`src/rtl/tlb_ctrl_pkg.sv`:
```
// Op codes, controller state encoding and parameter helpers for the CP0 TLB op controller.
package tlb_ctrl_pkg;

  typedef enum logic [1:0] {
    OP_TLBP  = 2'd0,
    OP_TLBR  = 2'd1,
    OP_TLBWI = 2'd2,
    OP_TLBWR = 2'd3
  } TLBOp;

  typedef enum logic [2:0] {
    CTRL_IDLE  = 3'd0,
    CTRL_PROBE = 3'd1,
    CTRL_READ  = 3'd2,
    CTRL_WRITE = 3'd3,
    CTRL_DONE  = 3'd4
  } CtrlState;

  // One full sweep of the TLB groups plus two cycles of pipeline slack.
  function automatic int probe_timeout_default(input int num_entries, input int group_size);
    return num_entries / group_size + 2;
  endfunction

endpackage

```
`src/rtl/tlb_types_pkg.sv`:
```
// Shared TLB data types used by the TLB top and its controllers.
package tlb_types_pkg;

  typedef struct packed {
    logic [18:0] vpn2;
    logic [7:0]  asid;
    logic [15:0] pagemask;
    logic        g;
    logic [19:0] pfn0;
    logic [2:0]  c0;
    logic        d0;
    logic        v0;
    logic [19:0] pfn1;
    logic [2:0]  c1;
    logic        d1;
    logic        v1;
  } TLBEntry;

endpackage

```
`src/rtl/mips32r2_tlb_random.sv`:
```
// CP0 Random register: counts down from NUM_ENTRIES-1 to Wired, reloading on Wired writes.
module mips32r2_tlb_random #(
  parameter int NUM_ENTRIES = 64,
  localparam int IDX_W = $clog2(NUM_ENTRIES)
) (
  input  logic             clock,
  input  logic             reset,
  input  logic [IDX_W-1:0] wired,
  input  logic             wired_we,
  input  logic             freeze,
  output logic [IDX_W-1:0] random
);

  localparam logic [IDX_W-1:0] MAX_IDX = IDX_W'(NUM_ENTRIES - 1);

  always_ff @(posedge clock or negedge reset) begin
    if (!reset) begin
      random <= MAX_IDX;
    end else if (wired_we || (wired >= MAX_IDX)) begin
      random <= MAX_IDX;
    end else if (freeze) begin
      random <= random;
    end else if ((random == wired) || (random == '0)) begin
      random <= MAX_IDX;
    end else begin
      random <= random - IDX_W'(1);
    end
  end

endmodule

```
`src/rtl/mips32r2_tlb_op_ctrl.sv`:
```
// Sequences TLBP/TLBR/TLBWI/TLBWR onto the TLB probe/read/write ports, one op at a time.
// Optional macro TLB_OP_STATS_EN adds saturating probe/write/timeout counters.
module mips32r2_tlb_op_ctrl
  import tlb_ctrl_pkg::*, tlb_types_pkg::*;
#(
  parameter int NUM_ENTRIES   = 64,
  parameter int GROUP_SIZE    = 4,
  parameter int PROBE_TIMEOUT = probe_timeout_default(NUM_ENTRIES, GROUP_SIZE),
  localparam int IDX_W = $clog2(NUM_ENTRIES)
) (
  input  logic             clock,
  input  logic             reset,
  input  logic             op_valid,
  input  logic [1:0]       op_code,
  output logic             op_ready,
  input  logic [18:0]      cp0_vpn2,
  input  logic [7:0]       cp0_asid,
  input  logic [IDX_W-1:0] cp0_index,
  input  TLBEntry          cp0_entry,
  input  logic [IDX_W-1:0] wired,
  input  logic             wired_we,
  output logic [IDX_W-1:0] t_r_index,
  input  logic             t_r_ready,
  input  TLBEntry          t_r_resp,
  output logic             t_w_valid,
  output logic [IDX_W-1:0] t_w_index,
  output TLBEntry          t_w_data,
  input  logic             t_w_ready,
  output logic             t_p_valid,
  output logic [18:0]      t_p_ivpn2,
  output logic [7:0]       t_p_iasid,
  input  logic             t_p_ready,
  input  logic             t_p_miss,
  input  logic [IDX_W-1:0] t_p_index,
  output logic             done,
  output logic             res_miss,
  output logic [IDX_W-1:0] res_index,
  output TLBEntry          res_entry,
  output logic             res_timeout,
  output logic [IDX_W-1:0] random
`ifdef TLB_OP_STATS_EN
  ,
  output logic [31:0]      stat_probes,
  output logic [31:0]      stat_probe_miss,
  output logic [31:0]      stat_writes,
  output logic [31:0]      stat_timeouts
`endif
);

  localparam logic [2:0] IDLE  = CTRL_IDLE;
  localparam logic [2:0] PROBE = CTRL_PROBE;
  localparam logic [2:0] READ  = CTRL_READ;
  localparam logic [2:0] WRITE = CTRL_WRITE;
  localparam logic [2:0] DONE  = CTRL_DONE;

  localparam int CNT_W = $clog2(PROBE_TIMEOUT + 1);
  localparam logic [CNT_W-1:0] TIMEOUT_LAST = CNT_W'(PROBE_TIMEOUT - 1);

  logic [2:0]       state;
  logic [CNT_W-1:0] probe_cnt;
  logic             probe_timed_out;
  logic             probe_end;
  logic             rand_freeze;

  assign op_ready        = (state == IDLE);
  assign done            = (state == DONE);
  assign probe_timed_out = (state == PROBE) && !t_p_ready && !t_p_miss && (probe_cnt == TIMEOUT_LAST);
  assign probe_end       = (state == PROBE) && (t_p_ready || t_p_miss || probe_timed_out);

  // Freezing on the accepting edge too keeps Random equal to the latched TLBWR index.
  assign rand_freeze = (state == WRITE) || (op_ready && op_valid && op_code[1]);

  mips32r2_tlb_random #(
    .NUM_ENTRIES(NUM_ENTRIES)
  ) u_random (
    .clock   (clock),
    .reset   (reset),
    .wired   (wired),
    .wired_we(wired_we),
    .freeze  (rand_freeze),
    .random  (random)
  );

  always_ff @(posedge clock or negedge reset) begin
    if (!reset) begin
      state       <= IDLE;
      probe_cnt   <= '0;
      t_r_index   <= '0;
      t_w_valid   <= 1'b0;
      t_w_index   <= '0;
      t_w_data    <= '0;
      t_p_valid   <= 1'b0;
      t_p_ivpn2   <= '0;
      t_p_iasid   <= '0;
      res_miss    <= 1'b0;
      res_index   <= '0;
      res_entry   <= '0;
      res_timeout <= 1'b0;
    end else begin
      case (state)
        IDLE: begin
          if (op_valid) begin
            case (op_code)
              OP_TLBP: begin
                state       <= PROBE;
                probe_cnt   <= '0;
                t_p_valid   <= 1'b1;
                t_p_ivpn2   <= cp0_vpn2;
                t_p_iasid   <= cp0_asid;
                res_timeout <= 1'b0;
              end
              OP_TLBR: begin
                state     <= READ;
                t_r_index <= cp0_index;
              end
              default: begin
                state     <= WRITE;
                t_w_valid <= 1'b1;
                t_w_index <= (op_code == OP_TLBWR) ? random : cp0_index;
                t_w_data  <= cp0_entry;
              end
            endcase
          end
        end
        PROBE: begin
          probe_cnt <= probe_cnt + CNT_W'(1);
          if (t_p_ready) begin
            res_miss  <= 1'b0;
            res_index <= t_p_index;
          end else if (t_p_miss || probe_timed_out) begin
            res_miss    <= 1'b1;
            res_timeout <= probe_timed_out;
          end
          if (probe_end) begin
            state     <= DONE;
            t_p_valid <= 1'b0;
            t_p_ivpn2 <= '0;
            t_p_iasid <= '0;
          end
        end
        READ: begin
          if (t_r_ready) begin
            state     <= DONE;
            res_entry <= t_r_resp;
            t_r_index <= '0;
          end
        end
        WRITE: begin
          if (t_w_ready) begin
            state     <= DONE;
            t_w_valid <= 1'b0;
            t_w_index <= '0;
            t_w_data  <= '0;
          end
        end
        DONE: state <= IDLE;
        default: state <= IDLE;
      endcase
    end
  end

`ifdef TLB_OP_STATS_EN
  logic probe_accept;
  logic probe_miss_end;
  logic write_end;

  assign probe_accept   = op_ready && op_valid && (op_code == OP_TLBP);
  assign probe_miss_end = probe_end && !t_p_ready;
  assign write_end      = (state == WRITE) && t_w_ready;

  always_ff @(posedge clock or negedge reset) begin
    if (!reset) begin
      stat_probes     <= '0;
      stat_probe_miss <= '0;
      stat_writes     <= '0;
      stat_timeouts   <= '0;
    end else begin
      if (probe_accept && (stat_probes != '1))
        stat_probes <= stat_probes + 32'd1;
      if (probe_miss_end && (stat_probe_miss != '1))
        stat_probe_miss <= stat_probe_miss + 32'd1;
      if (write_end && (stat_writes != '1))
        stat_writes <= stat_writes + 32'd1;
      if (probe_timed_out && (stat_timeouts != '1))
        stat_timeouts <= stat_timeouts + 32'd1;
    end
  end
`endif

endmodule

```
`config.mk`:
```
export PLATFORM = sky130hd
export DESIGN_NAME = mips32r2_tlb_op_ctrl
export DESIGN_NICKNAME = d
export VERILOG_FILES = /design/src/rtl/tlb_ctrl_pkg.sv /design/src/rtl/tlb_types_pkg.sv /design/src/rtl/mips32r2_tlb_random.sv /design/src/rtl/mips32r2_tlb_op_ctrl.sv
export SDC_FILE = /design/constraint.sdc
export NUM_CORES = 1
export LEC_CHECK = 0
export BUFFER_PORTS_ARGS = -buffer_cell sky130_fd_sc_hd__clkbuf_2
export CAP_MARGIN = 20
export CORE_AREA = 2 2 192 194
export CTS_CLUSTER_SIZE = 12
export DETAILED_ROUTE_END_ITERATION = 8
export DIE_AREA = 0 0 194 196
export HOLD_SLACK_MARGIN = 0.08
export SYNTH_ARGS = -nofsm -noshare
export SYNTH_HDL_FRONTEND = slang
export SYNTH_SLANG_ARGS = --single-unit
```
`constraint.sdc`:
```
create_clock -name clock -period 3.9 [get_ports clock]
set_input_delay 0.39 -clock clock [delete_from_list [all_inputs] [get_ports clock]]
set_output_delay 0.39 -clock clock [all_outputs]
set_load 0.01 [all_outputs]
```
==> results summary <==
Using the TritonRoute via totals, the vias-per-cell ratio works out to ~4.4. The core area came out at 0.0361 mm2. In the final layout, the share of cells above drive strength 1 is 0.406.

The clock reaches the later pin of the worst-skew pair after around 0.54 ns. The biggest area contributor in the post-synthesis netlist is dfrtp_1. The global routing stage identified its most utilized layer as met2. The upper clock frequency limit came out at ~0.44 GHz. The share of Yosys cell area claimed by the top area cell type is 0.635. The worst slack on hold paths is approximately 0.11 ns.

The number of optimization iterations in the first detailed-route pass is 4. The post-synthesis cell count is roughly 660. The worst ir drop on vdd came out at 494 uV.

The number of antenna diodes in the final layout is 0. Setup violations remaining at the end of the flow were counted as 0. Power spread over the standard cell area amounts to between 700 and 800 mW/mm2.

The final core area utilization came out at 0.431. The slew of the pin with the lowest slew margin is 0.849 ns. The worst setup path is of the reg -> reg kind.

The half-perimeter wire length after detailed placement came out at between 20 and 25 mm. The number of antenna violations at the first check in global routing came out at 0. The filler cells instantiated in the layout total between 3000 and 4000.

The met2 capacity usage during global routing came out at 0.267. The number of maximum-capacitance constraint violations is 0. The clock slew seen by the registers of the worst setup and hold paths is ~0.06 ns. For this run, the total global-route usage over all layers was measured as 0.158. The slowest stage of the critical path is the buf_4 cell. The area added between synthesis and finish is 60.9%.

The fraction of the cycle the final worst path needs is 0.588. The iteration-0 DRC count of the detailed router is 274. The number of enable flip-flop cells after synthesis is 0. The number of resized instances in the post-cts repair step is 0. The residual DRC count is 0. Summed over all layers, the global routing overflow is 0.

The kind of capture point of the worst setup path is a register. The post-synthesis average cell area came out at 14.7 um2. The detail route stage leaves a number of antenna-violating nets equal to 0. The tree is rooted in a clkbuf_16.

The H-tree level count is 1. The post-route minimum period is ~2.3 ns. The power dissipated by switching net loads came out at 4.05 mW. The critical path data arrival time is roughly 2.8 ns. The number of port buffers is 487.

The number of failing hold endpoints at the final stage is 0. The floorplan has 70 rows. The class of the most critical hold timing path is in -> reg. The share of synthesized area occupied by flip-flops and latches is 0.651. Setup repair after global routing left no endpoint under its margin. Of the total power, the clock network draws 0.233. The most frequently used flop master after synthesis is dfrtp_1. The clock tree skew after final layout came out at 0.0146 ns. Detailed routing inserted a total of about 8200 vias.

The global routing met3 resource utilization is 0.0397. The number of sinks handled by clock tree synthesis is around 250. The slack of the worst reg-to-reg path is about 1.6 ns. The count of pins over their slew limit came out at 0.

The number of nets at the end of the flow is 1595. During synthesis, Yosys emitted a total of 0 warnings. The number of library cell types mapped by synthesis is 43.

Counting both buffers and inverters, the worst setup path holds a total of 1. The overall die area came out at between 0.03 and 0.04 mm2. Of all flip-flops after synthesis, the portion carrying an async set or reset was 1.00. The total power of the final layout is between 10 and 15 mW.

TritonCTS built the clock tree. The met1 layer usage reported by global route came out at 0.192. On the worst path, the slowest cell contributes a delay of 0.69 ns.

Setup total negative slack on the finished layout was measured at 0 ns. The combinational fraction of design power is 0.367. Counting along the longest clock path gives a buffer depth of 3. The leakage power of the design came out at about 8 nW. The remaining max-slew budget at the tightest pin is 0.434. The overall routed net length is just over 30 mm.

The largest net degree at the start of global routing came out at ~110. The via count of the first global-routing pass came out at 8717. The register bit count reported by yosys came out at approximately 250. The critical path launch point type is a register. The die boundary height is between 150 and 200 um. The TritonCTS buffer count came out at 28.

The switching part of the total power is 0.347. The mapped cell area came out at 0.00966 mm2. The data required time at the worst endpoint came out at between 4 and 5 ns. The cell class contributing the biggest share of worst-path delay is simple AND/OR/NAND/NOR gates. The run finished with clean final reports. The total I/O pin count is between 400 and 500. dfrtp_1 is the most common cell in the netlist. Routability-driven placement finished with a final weighted congestion of 0.781. The die is between 150 and 200 um wide. By count the netlist is led by 245 x dfrtp_1, 121 x a22o_1, 94 x mux2_1, 34 x nand2_1, 22 x o21ai_0. The wire length per cell after detailed routing is ~17 um. The global-route wire length before repair came out at 48.3 mm. The internal portion of total power is between 7 and 8 mW. The top fanout value on the critical path came out at between 70 and 80.

For this configuration, the core starts out at a cell density of 0.268. The share of total power dissipated in sequential elements is 0.400. Ranked by total cell area, the synthesized netlist is headed by dfrtp_1 63%, a22o_1 11%, mux2_1 11%.

The number of nets in the synthesized netlist is just over 900. The critical path goes through nor3_4 > and3_4 > buf_4 > a22o_1.
==> logic make-up after synthesis <==
logic type                 share of synthesized area
muxes                                          0.124
AOI/OAI and AO/OA                              0.135
xor gates and xnor gates                     0.00816
and+or+nand+nor                               0.0399
DFF                                            0.651
adders and majority gates                    0.00518
buffers and inverters                         0.0374
==> sequential cells by signal (all words and copies together) (netlist names) <==
| signal | count |
|---|---|
| state | 3 |
| res_entry | 94 |
| res_index | 6 |
| t_w_data | 94 |
| probe_cnt | 5 |
| t_w_index | 6 |
| u_random.random | 6 |
| t_w_valid | 1 |
| res_miss | 1 |
| t_p_valid | 1 |
| t_p_iasid | 8 |
| t_r_index | 6 |
| t_p_ivpn2 | 19 |
| res_timeout | 1 |
==> layout by cell type (no fill, tap or decap), types with 7 or more instances in the layout <==
cell,count
a22o_1,121
o21ai_0,22
clkbuf_16,29
dlygate4sd3_1,209
mux2_1,94
dfrtp_1,245
nor2_1,16
mux2i_1,7
nand2_1,34
clkbuf_2,486
clkbuf_8,7
==> cell type report <==
cell class	count	area (um2)	share of cell area
clock buffer	42	845	0.0543
clock inverter	8	118	0.00757
inverter	5	18.8	0.00121
multi-input combinational	360	3030	0.195
sequential	251	6290	0.405
tap	468	586	0.0377
timing repair buffer	702	4650	0.299
==> power by group through the flow <==
stage / Sequential, mW / Combinational [mW] / Clock [mW]
floorplan: 5.14 / 1.74 / 0
global placement: 4.66 / 4.04 / 0
detailed placement: 4.66 / 4.15 / 0
CTS: 4.66 / 4.30 / 2.82
global route: 4.85 / 4.63 / 2.90
finish: 4.67 / 4.28 / 2.72
==> worst register-to-register path, cell delays in order, from the launching register on <==
cell	delay (ns)
dfrtp_1	0.48
nor3_4	0.30
and3_4	0.44
buf_4	0.70
a22o_1	0.30
==> per-stage QoR <==
stage | std cells | setup slack [ns] | instance area, um2
2_1_floorplan | 659 | 2.18 | 9660
3_3_place_gp | 1576 | 1.72 | 12500
5_1_grt | 1836 | 1.43 | 15500
6_report | 1836 | 1.61 | 15500
3_5_place_dp | 1576 | 1.62 | 12500
4_1_cts | 1835 | 1.57 | 15500
==> routing by layer <==
layer | routed length, um | vias to the layer above
li1 | - | 3798
met1 | 12600 | 3925
met2 | 14900 | 366
met3 | 2290 | 68
met4 | 1270 | 0
met5 | 0 | -
==> final timing paths <==
path | to | start | depth (start not counted)
setup reg to reg | t_w_data[26] | state[1] | 4
hold reg to reg | t_w_valid | t_w_valid | 2
setup / recovery | t_w_data[26] | state[1] | 4
hold / removal | t_p_ivpn2[2] | cp0_vpn2[2] | 2
max in group asynchronous | t_w_data[60] | reset | 3
min in group asynchronous | res_entry[74] | reset | 2
==> timing repair <==
item,CTS,global route
hold buffers,209,0
hold endpoints to repair,308,0
buffers inserted,0,0
Note: power is estimated with default switching activity, not from simulation.
